==> config.mk <==
export PLATFORM = sky130hd
export DESIGN_NAME = mem_arbiter_flat
export DESIGN_NICKNAME = d
export VERILOG_FILES = /design/src/rtl/mem_arbiter_pkg.sv /design/src/rtl/mem_arbiter_if.sv /design/src/rtl/mem_arbiter_arb_pick.sv /design/src/rtl/mem_arbiter.sv /design/src/flat_wrapper.sv
export SDC_FILE = /design/constraint.sdc
export NUM_CORES = 1
export LEC_CHECK = 0
export CORE_AREA = 5 5 100 102
export DETAILED_ROUTE_END_ITERATION = 6
export DIE_AREA = 0 0 105 107
export PLACE_DENSITY_LB_ADDON = 0.05
export SLEW_MARGIN = 20
export SYNTH_ARGS = -nofsm -noshare
export SYNTH_HDL_FRONTEND = slang
export SYNTH_HIERARCHICAL = 1
export SYNTH_SLANG_ARGS = --single-unit
==> constraint.sdc <==
create_clock -name clk -period 1.68 [get_ports clk]
set_clock_uncertainty 0.2 [all_clocks]
set_input_delay 0.336 -clock clk [delete_from_list [all_inputs] [get_ports clk]]
set_output_delay 0.336 -clock clk [all_outputs]
set_load 0.05 [all_outputs]
==> src/rtl/mem_arbiter_pkg.sv <==
// Shared types and reset values for the unified instruction/data memory arbiter.
package mem_arbiter_pkg;

  typedef enum logic {ARB_IDLE, ARB_RESP} arb_state_e;
  typedef enum logic {OWN_IF, OWN_D} arb_owner_e;

  localparam arb_state_e STATE_RST      = ARB_IDLE;
  localparam arb_owner_e OWNER_RST      = OWN_IF;
  // last_owner resets to D so the first contended round-robin grant goes to fetch
  localparam arb_owner_e LAST_OWNER_RST = OWN_D;

endpackage

==> src/rtl/mem_arbiter_if.sv <==
// Fetch, data and memory-side signals of the arbiter; slave is the arbiter view,
// master is the surrounding requesters plus memory.
interface mem_arbiter_if #(
  parameter int AWIDTH = 32,
  parameter int DWIDTH = 32
);

  logic              if_req_i;
  logic [AWIDTH-1:0] if_addr_i;
  logic              if_gnt_o;
  logic              if_rvalid_o;
  logic [DWIDTH-1:0] if_rdata_o;

  logic              d_req_i;
  logic              d_we_i;
  logic [AWIDTH-1:0] d_addr_i;
  logic [DWIDTH-1:0] d_wdata_i;
  logic              d_gnt_o;
  logic              d_rvalid_o;
  logic [DWIDTH-1:0] d_rdata_o;

  logic [AWIDTH-1:0] mem_addr_o;
  logic [DWIDTH-1:0] mem_data_o;
  logic              mem_read_en_o;
  logic              mem_write_en_o;
  logic [DWIDTH-1:0] mem_data_i;

  logic              busy_o;

  modport slave (
    input  if_req_i, if_addr_i, d_req_i, d_we_i, d_addr_i, d_wdata_i, mem_data_i,
    output if_gnt_o, if_rvalid_o, if_rdata_o, d_gnt_o, d_rvalid_o, d_rdata_o,
           mem_addr_o, mem_data_o, mem_read_en_o, mem_write_en_o, busy_o
  );

  modport master (
    output if_req_i, if_addr_i, d_req_i, d_we_i, d_addr_i, d_wdata_i, mem_data_i,
    input  if_gnt_o, if_rvalid_o, if_rdata_o, d_gnt_o, d_rvalid_o, d_rdata_o,
           mem_addr_o, mem_data_o, mem_read_en_o, mem_write_en_o, busy_o
  );

endinterface

==> src/rtl/mem_arbiter_arb_pick.sv <==
// Winner selection between fetch and data requests.
// MEM_ARBITER_RR_EN: alternate on contention; otherwise data always beats fetch.
module arb_pick
  import mem_arbiter_pkg::*;
(
  input  logic       if_req,
  input  logic       d_req,
  input  arb_owner_e last_owner,
  output logic       any_req,
  output arb_owner_e winner
);

  assign any_req = if_req | d_req;

`ifdef MEM_ARBITER_RR_EN
  always_comb begin
    winner = OWN_IF;
    if (if_req && d_req) begin
      winner = (last_owner == OWN_IF) ? OWN_D : OWN_IF;
    end else if (d_req) begin
      winner = OWN_D;
    end
  end
`else
  arb_owner_e unused_last_owner;
  assign unused_last_owner = last_owner;

  always_comb begin
    winner = OWN_IF;
    if (d_req) begin
      winner = OWN_D;
    end
  end
`endif

endmodule

==> src/rtl/mem_arbiter.sv <==
// Shares one single-port memory between fetch reads and data loads/stores.
// Arbitration policy selected by MEM_ARBITER_RR_EN (see arb_pick).
//
// state    | meaning
// ARB_IDLE | grant at most one request; stores complete here
// ARB_RESP | read outstanding; owner's rvalid driven from mem_data_i
module mem_arbiter
  import mem_arbiter_pkg::*;
#(
  parameter int AWIDTH = 32,
  parameter int DWIDTH = 32
) (
  input  logic          clk,
  input  logic          rst,
  mem_arbiter_if.slave  bus
);

  arb_state_e        state;
  arb_owner_e        owner;
  arb_owner_e        last_owner;
  arb_owner_e        winner;
  logic              any_req;

  logic              if_gnt, d_gnt, rd_en, wr_en;
  logic              if_rvalid, d_rvalid, busy;
  logic [AWIDTH-1:0] mem_addr;
  logic [DWIDTH-1:0] mem_data, if_rdata, d_rdata;

  arb_pick u_pick (
    .if_req     (bus.if_req_i),
    .d_req      (bus.d_req_i),
    .last_owner (last_owner),
    .any_req    (any_req),
    .winner     (winner)
  );

  // Everything is forced low during reset, including the combinational grant path
  always_comb begin
    if_gnt    = 1'b0;
    d_gnt     = 1'b0;
    rd_en     = 1'b0;
    wr_en     = 1'b0;
    if_rvalid = 1'b0;
    d_rvalid  = 1'b0;
    busy      = 1'b0;
    mem_addr  = '0;
    mem_data  = '0;
    if_rdata  = '0;
    d_rdata   = '0;
    if (!rst) begin
      case (state)
        ARB_IDLE: begin
          if (any_req) begin
            if (winner == OWN_D) begin
              d_gnt    = 1'b1;
              mem_addr = bus.d_addr_i;
              mem_data = bus.d_wdata_i;
              wr_en    = bus.d_we_i;
              rd_en    = ~bus.d_we_i;
            end else begin
              if_gnt   = 1'b1;
              mem_addr = bus.if_addr_i;
              rd_en    = 1'b1;
            end
          end
        end
        ARB_RESP: begin
          busy = 1'b1;
          if (owner == OWN_D) begin
            d_rvalid = 1'b1;
            d_rdata  = bus.mem_data_i;
          end else begin
            if_rvalid = 1'b1;
            if_rdata  = bus.mem_data_i;
          end
        end
        default: ;
      endcase
    end
  end

  always_ff @(posedge clk) begin
    if (rst) begin
      state      <= STATE_RST;
      owner      <= OWNER_RST;
      last_owner <= LAST_OWNER_RST;
    end else begin
      case (state)
        ARB_IDLE: begin
          if (any_req) begin
            last_owner <= winner;
            if (winner == OWN_IF || !bus.d_we_i) begin
              state <= ARB_RESP;
              owner <= winner;
            end
          end
        end
        ARB_RESP: state <= ARB_IDLE;
        default:  state <= ARB_IDLE;
      endcase
    end
  end

  assign bus.if_gnt_o       = if_gnt;
  assign bus.d_gnt_o        = d_gnt;
  assign bus.mem_read_en_o  = rd_en;
  assign bus.mem_write_en_o = wr_en;
  assign bus.mem_addr_o     = mem_addr;
  assign bus.mem_data_o     = mem_data;
  assign bus.if_rvalid_o    = if_rvalid;
  assign bus.if_rdata_o     = if_rdata;
  assign bus.d_rvalid_o     = d_rvalid;
  assign bus.d_rdata_o      = d_rdata;
  assign bus.busy_o         = busy;

endmodule

==> src/flat_wrapper.sv <==
// flat-port wrapper written by rule: the top's interface ports become plain ports
module mem_arbiter_flat import mem_arbiter_pkg::*;
#(
  parameter int AWIDTH = 32,
  parameter int DWIDTH = 32
)
  (clk, rst, bus_if_req_i, bus_if_addr_i, bus_d_req_i, bus_d_we_i, bus_d_addr_i, bus_d_wdata_i, bus_mem_data_i, bus_if_gnt_o, bus_if_rvalid_o, bus_if_rdata_o, bus_d_gnt_o, bus_d_rvalid_o, bus_d_rdata_o, bus_mem_addr_o, bus_mem_data_o, bus_mem_read_en_o, bus_mem_write_en_o, bus_busy_o);
  mem_arbiter_if #(.AWIDTH(AWIDTH), .DWIDTH(DWIDTH)) bus_i ();
  input  logic clk;
  input  logic rst;
  input wire logic [$bits(bus_i.if_req_i)-1:0] bus_if_req_i;
  input wire logic [$bits(bus_i.if_addr_i)-1:0] bus_if_addr_i;
  input wire logic [$bits(bus_i.d_req_i)-1:0] bus_d_req_i;
  input wire logic [$bits(bus_i.d_we_i)-1:0] bus_d_we_i;
  input wire logic [$bits(bus_i.d_addr_i)-1:0] bus_d_addr_i;
  input wire logic [$bits(bus_i.d_wdata_i)-1:0] bus_d_wdata_i;
  input wire logic [$bits(bus_i.mem_data_i)-1:0] bus_mem_data_i;
  output wire logic [$bits(bus_i.if_gnt_o)-1:0] bus_if_gnt_o;
  output wire logic [$bits(bus_i.if_rvalid_o)-1:0] bus_if_rvalid_o;
  output wire logic [$bits(bus_i.if_rdata_o)-1:0] bus_if_rdata_o;
  output wire logic [$bits(bus_i.d_gnt_o)-1:0] bus_d_gnt_o;
  output wire logic [$bits(bus_i.d_rvalid_o)-1:0] bus_d_rvalid_o;
  output wire logic [$bits(bus_i.d_rdata_o)-1:0] bus_d_rdata_o;
  output wire logic [$bits(bus_i.mem_addr_o)-1:0] bus_mem_addr_o;
  output wire logic [$bits(bus_i.mem_data_o)-1:0] bus_mem_data_o;
  output wire logic [$bits(bus_i.mem_read_en_o)-1:0] bus_mem_read_en_o;
  output wire logic [$bits(bus_i.mem_write_en_o)-1:0] bus_mem_write_en_o;
  output wire logic [$bits(bus_i.busy_o)-1:0] bus_busy_o;
  assign bus_i.if_req_i = bus_if_req_i;
  assign bus_i.if_addr_i = bus_if_addr_i;
  assign bus_i.d_req_i = bus_d_req_i;
  assign bus_i.d_we_i = bus_d_we_i;
  assign bus_i.d_addr_i = bus_d_addr_i;
  assign bus_i.d_wdata_i = bus_d_wdata_i;
  assign bus_i.mem_data_i = bus_mem_data_i;
  assign bus_if_gnt_o = bus_i.if_gnt_o;
  assign bus_if_rvalid_o = bus_i.if_rvalid_o;
  assign bus_if_rdata_o = bus_i.if_rdata_o;
  assign bus_d_gnt_o = bus_i.d_gnt_o;
  assign bus_d_rvalid_o = bus_i.d_rvalid_o;
  assign bus_d_rdata_o = bus_i.d_rdata_o;
  assign bus_mem_addr_o = bus_i.mem_addr_o;
  assign bus_mem_data_o = bus_i.mem_data_o;
  assign bus_mem_read_en_o = bus_i.mem_read_en_o;
  assign bus_mem_write_en_o = bus_i.mem_write_en_o;
  assign bus_busy_o = bus_i.busy_o;
  mem_arbiter #(.AWIDTH(AWIDTH), .DWIDTH(DWIDTH)) u_core (.clk(clk), .rst(rst), .bus(bus_i));
endmodule
==> results.md <==
| Group | Metric | This run |
| --- | --- | --- |
| clocking | Clock-pin slew of the registers on the worst-case setup and hold paths | 0.03 ns |
| critical path | CP required | 1.14 ns |
| clocking | Maximum number of buffers from clock root to sink | 2 |
| cells and area | Most common cell after layout, fill and taps aside | sky130_fd_sc_hd__clkdlybuf4s50_1 |
| floorplanning | Top-Level Pins | 268 |
| power | Reported leakage power | 2.64 nW |
| timing | Fin crit share | 119% |
| power | Maximum resistive drop on vdd | 0.237 mV |
| logic synthesis | Yosys warning total | 6 |
| routing | 1st-iter DRT viols | 66 |
| routing | Routed wire length per instance | 17.3 µm |
| cells and area | Count of nets after finishing | 648 |
| critical path | Endpoint kind of the worst setup timing path | primary output |
| global route | Wire length of the first global-routing pass | 16100 µm |
| routing | Routed wire length | 10800 µm |
| logic synthesis | Number of instances in the synthesized netlist | 233 |
| logic synthesis | Avg Inst Size Synth | 5.83 µm² |
| timing | Setup violations, final | 135 |
| clocking | Clock network latency to the later pin of the worst-skew pair | 0.22 ns |
| clocking | Count of hold-fix buffers inserted at cts | 0 |
| cells and area | Area growth, synth to finish | 402% |
| clocking | Clock buffers created by TritonCTS | 3 |
| timing | Pin slew with the least headroom to its limit | 0.296 ns |
| flow run | Maxcap violations | 0 |
| power | Final Total Pwr | 2.18 mW |
| status | Violations in the final reports | negative setup slack |
| critical path | Arrival time of the worst setup path | 1.47 ns |
| routing | Post-DRT Antenna Nets | 0 |
| timing | Shortest period the worst path allows | 2.01 ns |
| timing | Number of pins exceeding their max-slew limit in the final report | 0 |
| floorplanning | Die Width | 105 µm |
| global route | Total track usage | 17.9% |
| routing | Routed vias/inst | 4.29 |
| routing | Count of TritonRoute iterations in the first routing pass | 4 |
| global route | GRT Residual Overflow | 0 |
| timing | PnR worst setup slack | -0.327 ns |
| floorplanning | Starting Density | 15.0% |
| logic synthesis | Synthesized net count | 366 |
| timing | Final Hold Violating Endpoints | 0 |
| clocking | Number of clock sinks seen by CTS | 2 |
| timing | Fmax | 0.498 GHz |
| global route | Initial antenna violation count | 0 |
| timing | Unrepaired setup endpoints after global routing | true |
| cells and area | Final core occ | 75.5% |
| power | Total power density per cell area | 320 mW/mm² |
| placement | HPWL after DPL | 8900 µm |
| worst hold path | Worst hold path class | input port to flip-flop |
| critical path | Type of the setup path with the least slack | flip-flop to primary output |
| placement | # port buffers | 267 |
| logic synthesis | Synthesized area | 0.00136 mm² |
| floorplanning | Core outline area | 0.00902 mm² |
| status | Result of the run | finished, violations left |
| critical path | Critical path startpoint category | flip-flop |
| routing | Vias | 2680 |
| cells and area | Diode insertion count for antenna repair | 0 |
| clocking | H-tree Lvls | 1 |
| floorplanning | DIE HEIGHT | 107 µm |
| cells and area | Share of layout cells above drive strength 1 | 64.1% |
| cells and area | Most frequent cells in the layout | sky130_fd_sc_hd__clkdlybuf4s50_1, sky130_fd_sc_hd__buf_12, sky130_fd_sc_hd__nor2_4 |
| critical path | Worst-path fanout max | 7 |
| clocking | Clock tree from TritonCTS | built |
| global route | Maximum number of pins on one net before global-route repair | 35 |
| floorplanning | Std-Cell Rows | 35 |
| clocking | Root buffer cell | sky130_fd_sc_hd__clkbuf_8 |
| timing | Relative max-transition margin | 79.7% |
| floorplanning | Floorplan die area | 0.0112 mm² |
| placement | Final weighted congestion in routability-driven placement | 0.735 |
| routing | Count of unresolved DRC violations after routing | 0 |
| global route | Via count of the first global-routing pass | 2828 |
==> through the flow <==
| step | setup WS, ns | std cells | hold slack, ns | cell area (µm²) | TNS, ns |
|---|---|---|---|---|---|
| after floorplan | -0.237 | 233 | 0.224 | 2380 | -10.26 |
| after global placement | -0.691 | 608 | 0.402 | 6310 | -76.78 |
| after detailed placement | -0.691 | 608 | 0.425 | 6310 | -75.79 |
| after CTS | -0.330 | 623 | 0.299 | 6780 | -29.86 |
| after global routing | -0.360 | 624 | 0.327 | 6810 | -36.63 |
| final | -0.327 | 624 | 0.325 | 6810 | -31.08 |
==> what timing repair did <==
action / 4_1_cts / 5_1_grt
pin swaps: 30 / 4
setup endpoints to repair: 136 / 135
setup buffers: 6 / 1
gates resized for setup: 64 / 5
gates cloned: 6 / 1
==> worst paths after layout <==
check	from	to	slack (ns)	cells after the start
worst max-delay path	u_core/state$_SDFF_PP0_	bus_mem_read_en_o	-0.33	4
worst min-delay path	bus_d_req_i	u_core/state$_SDFF_PP0_	0.33	3
worst max register to register	u_core/state$_SDFF_PP0_	u_core/owner$_SDFFE_PP0P_	0.16	6
worst min register to register	u_core/owner$_SDFFE_PP0P_	u_core/owner$_SDFFE_PP0P_	0.42	1
==> power breakdown <==
group / leakage [nW] / switching [mW] / total (mW) / internal, mW
Clock: 0.0216 / 0.0451 / 0.197 / 0.152
Sequential: 0.0172 / 0.00456 / 0.0569 / 0.0523
Combinational: 2.60 / 0.923 / 1.93 / 1.00
Total: 2.64 / 0.972 / 2.18 / 1.21
==> per-layer routing <==
metal,share of wire [%],GRT usage (%),up-vias
met2,57,35.7,141
met1,33,18.4,1231
met4,1.8,3.38,0
met3,8.3,4.88,14
met5,0,0,-
li1,-,-,1294
==> critical path, stage by stage (launching register included) <==
cell and delay (ns):
sky130_fd_sc_hd__dfxtp_2 0.31, sky130_fd_sc_hd__or3b_4 0.46, sky130_fd_sc_hd__buf_16 0.19, sky130_fd_sc_hd__a21oi_4 0.13, sky130_fd_sc_hd__buf_12 0.15
==> state kept, by name, summed over array words and instances (netlist names) <==
register      flops
u_core/owner      1
u_core/state      1
==> layout make-up <==
| cell class | count | area [µm²] |
|---|---|---|
| Fill cell | 639 | 2210 |
| Sequential cell | 2 | 42.5 |
| Multi-Input combinational cell | 207 | 2150 |
| Clock buffer | 3 | 41.3 |
| Timing Repair Buffer | 300 | 4440 |
| Inverter | 1 | 3.75 |
| Tap cell | 111 | 139 |
Note: power is estimated with default switching activity, not from simulation.
